===== config.mk =====
export PLATFORM = sky130hd
export DESIGN_NAME = mem_access_stage
export DESIGN_NICKNAME = d
export VERILOG_FILES = /design/src/rtl/rv_mem_pkg.sv /design/src/rtl/lsu_align.sv /design/src/rtl/mem_access_stage.sv
export SDC_FILE = /design/constraint.sdc
export NUM_CORES = 1
export LEC_CHECK = 0
export CAP_MARGIN = 20
export CELL_PAD_IN_SITES_DETAIL_PLACEMENT = 1
export CELL_PAD_IN_SITES_GLOBAL_PLACEMENT = 1
export CORE_MARGIN = 2
export CORE_UTILIZATION = 30
export CTS_BUF_LIST = sky130_fd_sc_hd__clkbuf_16
export CTS_CLUSTER_DIAMETER = 200
export DETAILED_ROUTE_END_ITERATION = 10
export PLACE_DENSITY_LB_ADDON = 0.3
export REMOVE_ABC_BUFFERS = 1
export SYNTH_ARGS = -nofsm -noshare
export SYNTH_HDL_FRONTEND = slang
export SYNTH_SLANG_ARGS = --single-unit

===== constraint.sdc =====
create_clock -name clk -period 4.6 [get_ports clk]
set_input_delay 0.92 -clock clk [delete_from_list [all_inputs] [get_ports clk]]
set_output_delay 0.92 -clock clk [all_outputs]
set_load 0.1 [all_outputs]

===== src/rtl/rv_mem_pkg.sv =====
// Shared encodings for the memory-access stage: FSM states, access size, writeback select.
// Pure type/function package, no timing of its own.
// No flow control.
package rv_mem_pkg;

    typedef enum logic [1:0] {
        ST_IDLE = 2'b00,
        ST_BUSY = 2'b01,
        ST_DONE = 2'b10
    } mem_state_e;

    typedef enum logic [1:0] {
        MS_BYTE = 2'b00,
        MS_HALF = 2'b01,
        MS_WORD = 2'b10,
        MS_RSVD = 2'b11
    } mem_strobe_e;

    typedef enum logic [1:0] {
        RS_ALU  = 2'b00,
        RS_LOAD = 2'b01,
        RS_PC4  = 2'b10,
        RS_RSVD = 2'b11
    } result_src_e;

    // Reserved size encoding behaves as a word access.
    function automatic logic addr_misaligned(input logic [1:0] strobe, input logic [1:0] addr_lo);
        logic mis;
        case (mem_strobe_e'(strobe))
            MS_BYTE: mis = 1'b0;
            MS_HALF: mis = addr_lo[0];
            default: mis = (addr_lo != 2'b00);
        endcase
        return mis;
    endfunction

endpackage


===== src/rtl/lsu_align.sv =====
// Store lane replication / byte-enable generation and load lane extraction with extension.
// Purely combinational, zero latency.
// No flow control.
module lsu_align
    import rv_mem_pkg::*;
(
    input  logic [1:0]  strobe_i,
    input  logic [1:0]  addr_lo_i,
    input  logic [31:0] wdata_i,
    input  logic [31:0] rdata_i,
    input  logic        ld_unsigned_i,
    output logic [3:0]  be_o,
    output logic [31:0] wdata_o,
    output logic [31:0] ldata_o
);

    logic [31:0] lane;

    always_comb begin
        lane    = rdata_i >> {addr_lo_i, 3'b000};
        be_o    = 4'b1111;
        wdata_o = wdata_i;
        ldata_o = rdata_i;
        case (mem_strobe_e'(strobe_i))
            MS_BYTE: begin
                be_o    = 4'b0001 << addr_lo_i;
                wdata_o = {4{wdata_i[7:0]}};
                ldata_o = {{24{~ld_unsigned_i & lane[7]}}, lane[7:0]};
            end
            MS_HALF: begin
                be_o    = 4'b0011 << {addr_lo_i[1], 1'b0};
                wdata_o = {2{wdata_i[15:0]}};
                ldata_o = {{16{~ld_unsigned_i & lane[15]}}, lane[15:0]};
            end
            default: begin
                be_o    = 4'b1111;
                wdata_o = wdata_i;
                ldata_o = rdata_i;
            end
        endcase
    end

endmodule


===== src/rtl/mem_access_stage.sv =====
// M stage of the pipeline: drives the data bus for loads/stores and registers the writeback.
// Non-memory op 1 cycle; memory op IDLE->BUSY->DONE, at least 3 cycles, timeout after WAIT_MAX BUSY cycles.
// Back-pressures the pipeline through StallM while a bus access is outstanding.
module mem_access_stage
    import rv_mem_pkg::*;
#(
    parameter int WAIT_MAX = 15
) (
    input  logic        clk,
    input  logic        rst,
    input  logic        RegWriteM,
    input  logic        MemWriteM,
    input  logic [1:0]  ResultSrcM,
    input  logic [1:0]  MemStrobeM,
    input  logic        LdUnsignedM,
    input  logic [31:0] ALUResultM,
    input  logic [31:0] WriteDataM,
    input  logic [31:0] PCPlus4M,
    input  logic [4:0]  RdM,
    output logic        DReq,
    output logic        DWe,
    output logic [31:0] DAddr,
    output logic [31:0] DWData,
    output logic [3:0]  DBe,
    input  logic [31:0] DRData,
    input  logic        DAck,
    output logic        StallM,
    output logic        MisalignM,
    output logic        BusErrW,
    output logic        RegWriteW,
    output logic [4:0]  RdW,
    output logic [31:0] ResultW
);

    localparam int CW = (WAIT_MAX > 1) ? $clog2(WAIT_MAX + 1) : 1;

    mem_state_e  state_q, state_d;
    logic [CW-1:0] cnt_q, cnt_d;
    logic        err_q, err_d;
    logic [31:0] rdata_q, rdata_d;
    logic        regwrite_q, regwrite_d;
    logic [4:0]  rd_q, rd_d;
    logic [31:0] result_q, result_d;
    logic        bus_err_q, bus_err_d;

    logic        mem_op;
    logic        busy;
    logic [3:0]  be_lane;
    logic [31:0] ld_data;
    logic [31:0] wb_sel;

    // Load extraction works on the captured bus data so DONE sees a stable value.
    lsu_align u_align (
        .strobe_i      (MemStrobeM),
        .addr_lo_i     (ALUResultM[1:0]),
        .wdata_i       (WriteDataM),
        .rdata_i       (rdata_q),
        .ld_unsigned_i (LdUnsignedM),
        .be_o          (be_lane),
        .wdata_o       (DWData),
        .ldata_o       (ld_data)
    );

    always_comb begin
        mem_op    = MemWriteM | (result_src_e'(ResultSrcM) == RS_LOAD);
        MisalignM = mem_op & addr_misaligned(MemStrobeM, ALUResultM[1:0]);
        busy      = (state_q == ST_BUSY);
        StallM    = busy | ((state_q == ST_IDLE) & mem_op & ~MisalignM);
        DReq      = busy;
        DWe       = busy & MemWriteM;
        DBe       = busy ? be_lane : 4'b0000;
        DAddr     = {ALUResultM[31:2], 2'b00};

        case (result_src_e'(ResultSrcM))
            RS_LOAD: wb_sel = ld_data;
            RS_PC4:  wb_sel = PCPlus4M;
            default: wb_sel = ALUResultM;
        endcase
    end

    always_comb begin
        state_d = state_q;
        cnt_d   = cnt_q;
        err_d   = err_q;
        rdata_d = rdata_q;
        case (state_q)
            ST_IDLE: begin
                cnt_d = '0;
                err_d = 1'b0;
                if (mem_op && !MisalignM) state_d = ST_BUSY;
            end
            ST_BUSY: begin
                if (DAck) begin
                    rdata_d = DRData;
                    cnt_d   = '0;
                    state_d = ST_DONE;
                end else if (cnt_q == CW'(WAIT_MAX - 1)) begin
                    err_d   = 1'b1;
                    cnt_d   = '0;
                    state_d = ST_DONE;
                end else begin
                    cnt_d = cnt_q + CW'(1);
                end
            end
            ST_DONE: begin
                state_d = ST_IDLE;
            end
            default: state_d = ST_IDLE;
        endcase

        bus_err_d = (state_q == ST_DONE) & err_q;

        // Stalled cycles push a bubble into W while keeping the last result visible.
        if (StallM) begin
            regwrite_d = 1'b0;
            rd_d       = rd_q;
            result_d   = result_q;
        end else begin
            regwrite_d = RegWriteM & ~MisalignM & ~bus_err_d;
            rd_d       = RdM;
            result_d   = wb_sel;
        end
    end

    always_ff @(posedge clk) begin
        if (rst) begin
            state_q    <= ST_IDLE;
            cnt_q      <= '0;
            err_q      <= 1'b0;
            rdata_q    <= '0;
            regwrite_q <= 1'b0;
            rd_q       <= '0;
            result_q   <= '0;
            bus_err_q  <= 1'b0;
        end else begin
            state_q    <= state_d;
            cnt_q      <= cnt_d;
            err_q      <= err_d;
            rdata_q    <= rdata_d;
            regwrite_q <= regwrite_d;
            rd_q       <= rd_d;
            result_q   <= result_d;
            bus_err_q  <= bus_err_d;
        end
    end

    assign RegWriteW = regwrite_q;
    assign RdW       = rd_q;
    assign ResultW   = result_q;
    assign BusErrW   = bus_err_q;

endmodule


After elaboration in Yosys (flattened, before gate mapping):

Cells that the tools add are included.

* bits in registers: 78
* bits in latches: 0
* bits in writable memories: 0
* bits in read-only memories: 0
* input port bits: 143
* output and inout bits: 111
* logic and storage cells: 62
* memories kept: 0

* add/sub/neg operators: 1
* $mul: 0
* div/mod/pow operators: 0
* $lt $le $gt $ge: 0
* equality and inequality tests: 10
* shift operators: 3
* mux-type cells: 16
* bitwise logic cells: 14
* reductions and logical operators: 10

Operators with widths (count)
* $pmux 32 s2: 3
* $shr 32x5->16: 1
* $pmux 4 s2: 2
* $mux 4: 3
* $and 1x1->1: 9
* $eq 2x1->1 const B: 3
* $mux 2: 3
* $add 4x1->4 const B: 1
* $eq 2x2->1 const B: 2
* $eq 4x4->1 const B: 1
* $logic_not 2->1: 2
* $ne 2x1->1 const B: 2
* $pmux 1 s2: 2
* $pmux 2 s2: 1
* $reduce_and 2->1: 2
* $reduce_bool 2->1: 2
* $shl 1x2->4 const A: 1
* $shl 2x2->4 const A: 1
* $ne 3x1->1 const B: 1
* $not 1->1: 3
* $reduce_and 3->1: 1
* $mux 1: 2
* $ne 2x2->1 const B: 1
* $or 1x1->1: 2
* 3 further kinds: 3

Longest topological paths before layout:

* word-level depth: 7
* depth in mapped cells: 10
* mapped depth without buffers: 8

By module:

A second synthesis with hierarchy kept.

* cell total of the unflattened synthesis: 671
* area, all modules: 5288.8 µm²

Modules (own cells, without submodules)
* mem_access_stage: times used 1, cells each 472, area an instance 4027.6 µm², sequential area each 1561.5 µm²
* lsu_align: times used 1, cells each 199, area an instance 1261.2 µm², sequential area each 0.0 µm²

Least setup slack after synthesis:

No wires, ideal clock.

* path kind: input-to-output
* start: input MemStrobeM[0]
* end: output DWData[24]
* arrival: 3.704 ns
* required time: 3.680 ns
* path slack: -0.024 ns
* stages on the path: 4
* path buffers: 2
* cells stage by stage: buf_4 > clkbuf_1 > mux2i_1 > o21ai_0

* word-level cells in the longest chain between the ends: 2
* elaborated cells between the ends (all ways): 3
* those cells by class: eq/ne (1); mux (1); reduce/logical (1)

Ends and longest elaborated chain
* start: declaration: line mem_access_stage.sv:14 `input logic [1:0] MemStrobeM,`
* $eq 2x1->1 or $logic_not 2->1 (tied branches): line lsu_align.sv:24 `case (mem_strobe_e'(strobe_i))`
* $pmux 32 s2 *: line lsu_align.sv:24
* end: declaration: line mem_access_stage.sv:23 `output logic [31:0] DWData,`

Every way passes the cells marked *; elsewhere a longest branch is shown, timed or not.

Final worst setup path:

* start: input MemStrobeM[1]
* end: output DWData[12]

The elaborated chain is that of the path after synthesis.

==> metrics.csv <==
metric;value;unit
firstDrtPassIters;5;
core;15800;um^2
top_layer_used;met4;
synth_top_family_by_area;compound AO/OA/AOI/OAI gates;
drc_errors;0;
fillers;1924;
clock-sinks;78;
ir_worst_vdd;0.000225;V
grt_pass1_vias;5295;
fin_skew;6.55;ps
final_cell_mix;clkdlybuf4s50_1 (181), nand2_1 (102), dfxtp_1 (78);
setup_violations;0;
required;3680;ps
worst_pin_slew;1080;ps
min_period;3820;ps
cts_root_buf;clkbuf_16;
worstPathCellList;clkdlybuf4s50_1, nor2_1, mux2_2, buf_12;
synth_edf_count;0;
finalCritPeriodShare;0.830;
slowest_stage;nor2_1;
p_leak;2.79;nW
dieArea;17100;um^2
crit_type;input port to primary output;
syn_area_per_cell;7.75;um^2
antennaDiodeCount;0;
clk_pin_slew;60;ps
drt-met1-wl;8.25;mm
ys_ff_latch;78;
ff_latch_area;1560;um^2
end_kind;primary output;
yosysWarnings;0;
place.gp.congestion;0.778;
fin_area;7430;um^2
hold_depth;2;
port_buffers;251;
hold_ws;452;ps
postCtsSetupRepairBufs;0;
synth.distinct_cells;46;
cts.path.max_buffers;2;
max_freq;0.262;GHz
synth-simple-area-share;0.156;
wl_met2;9.42;mm
initialDrtViolationCount;285;
synth_area_leaders;dfxtp_1 (32%), nand2_1 (8.0%), a21oi_1 (7.7%);
p_per_area;359;nW/um^2
synthAdderAreaFrac;0.0104;
ff2ff_setup_slack;2450;ps
clock_latency;340;ps
drv_slew;0;
start_util;0.305;
cp.arrival;2900;ps
final_common_cell;clkdlybuf4s50_1;
grt_pass1_wl;28.8;mm
routed_via_density;5.10;
hold_violations;0;
grt_max_degree;52;
dp_cells;1011;
dieHeight;131;um
multi_input_area;2660;um^2
relSlewSlack;0.278;
slowest_delay;680;ps
path_max_fanout;12;
rsz0062_at_grt;false;
grtUsageTotal;0.219;
wl_met3;1.46;mm
ant_nets;0;
rr_worst_depth;5;
grt-ovfl-total;0;
startpoint_type;input port;
antenna_found_initial;0;
drive_gt1_frac;0.179;
muxShareOfSynthArea;0.0934;
num_rows;46;
combPwrFrac;0.452;
wl_per_cell;18.9;um
switchingPower;0.00118;W
dieWidth;131;um
timing.setup.tns;0;ps
hold_class;flop to flop;
syn_to_final_growth;54.5;%
synth_area;4810;um^2
h-tree-depth;3;
cts_tree;built;
post-route-util;0.471;
synth_xor_area_frac;0.00547;
yosys.area.top_type;dfxtp_1;
r2r_end;ResultW[9]$_SDFFE_PP0N_;
yosysTopAreaCellShare;0.325;
synth-compound-area-share;0.286;
r2r-start;state_q[0]$_SDFFE_PP0P_;
swShare;0.440;
final_nets;953;
async_reset_ff_frac;0;
p_seq_frac;0.285;
ys.flop_type;dfxtp_1;
ios;254;
cts_resized;0;
p_int;0.00149;W
post-dp-hpwl;14.4;mm
cts_buffers;9;
holdCritStartpoint;RdW[3]$_SDFFE_PP0N_;
synth_seq_area_share;0.325;
ctsHoldBuffers;0;
vias;5233;
critPathLaunch;MemStrobeM[1];
drv_cap;0;
place_area;7150;um^2
instances_no_fill;1027;
synth_cells;620;
hold_end;RdW[3]$_SDFFE_PP0N_;
wl;19.4;mm
status;finished, final reports clean;
p_clk_frac;0.263;
## cells by family after synthesis
kind of cell	Yosys count
AOI/OAI and AO/OA	213
and+or+nand+nor	175
buffers and inverters	105
DFF	78
muxes	41
adders and majority gates	4
xor gates and xnor gates	3
other	1
## per-stage QoR
stage	total power [W]	worst slack (ps)
2_1_floorplan	0.00143	555
3_3_place_gp	0.00197	704
3_5_place_dp	0.00198	572
4_1_cts	0.00269	763
5_1_grt	0.00277	660
6_report	0.00267	782
## routing by layer
metal / vias to the layer above / track usage
met5: - / 0
met4: 0 / 0.0588
met2: 189 / 0.376
li1: 2518 / -
met1: 2502 / 0.272
met3: 24 / 0.0566
## power by group through the flow
stage               sequential (W)  clock (W)  combinational (W)
global route              0.000768   0.000742            0.00126
CTS                       0.000761   0.000717            0.00121
detailed placement        0.000775          0            0.00121
floorplan                  0.00105          0           0.000384
global placement          0.000774          0            0.00119
finish                    0.000761   0.000701            0.00121
## flip-flops by register name, summed over array words and instances, names as in the netlist
| register | flops |
|---|---|
| RegWriteW | 1 |
| err_q | 1 |
| BusErrW | 1 |
| cnt_q | 4 |
| RdW | 5 |
| state_q | 2 |
| ResultW | 32 |
| rdata_q | 32 |
## cell type report
cell class | instances | area share
Clock buffer | 9 | 0.0303
Clock inverter | 7 | 0.00775
Inverter | 14 | 0.00707
Multi-Input combinational cell | 438 | 0.358
Sequential cell | 78 | 0.210
Tap cell | 216 | 0.0364
Timing Repair Buffer | 265 | 0.350
## critical path, delay by kind of cell
kind	cells	cell delay (ps)
buffers and inverters	2	840
AND/OR/NAND/NOR	1	680
multiplexers	1	440
## worst max path at each step
| stage | endpoint | slack (ps) | cells after the start |
|---|---|---|---|
| final | DWData[12] | 780 | 4 |
| after global routing | DWData[13] | 660 | 4 |
| after CTS | DWData[12] | 760 | 4 |
| after detailed placement | ResultW[21]$_SDFFE_PP0N_ | 570 | 7 |
| after global placement | ResultW[9]$_SDFFE_PP0N_ | 700 | 9 |
| after floorplan | DWData[24] | 560 | 2 |
## Yosys cell counts, types with 3 or more instances
cell type / instances
nor2_1: 41
clkbuf_1: 32
nand2b_1: 11
buf_6: 4
buf_4: 42
o211ai_1: 9
mux2_2: 31
a22oi_1: 7
nand2_1: 102
inv_1: 11
buf_1: 4
buf_2: 8
a221o_1: 14
mux2i_1: 10
a221oi_2: 5
nor3_1: 5
a211oi_1: 17
o21ai_0: 65
and2_1: 3
a21oi_1: 74
dfxtp_1: 78
a222oi_1: 7
nor2b_1: 6
a221oi_1: 3
ha_1: 4
(Power assumes the default switching activity.)
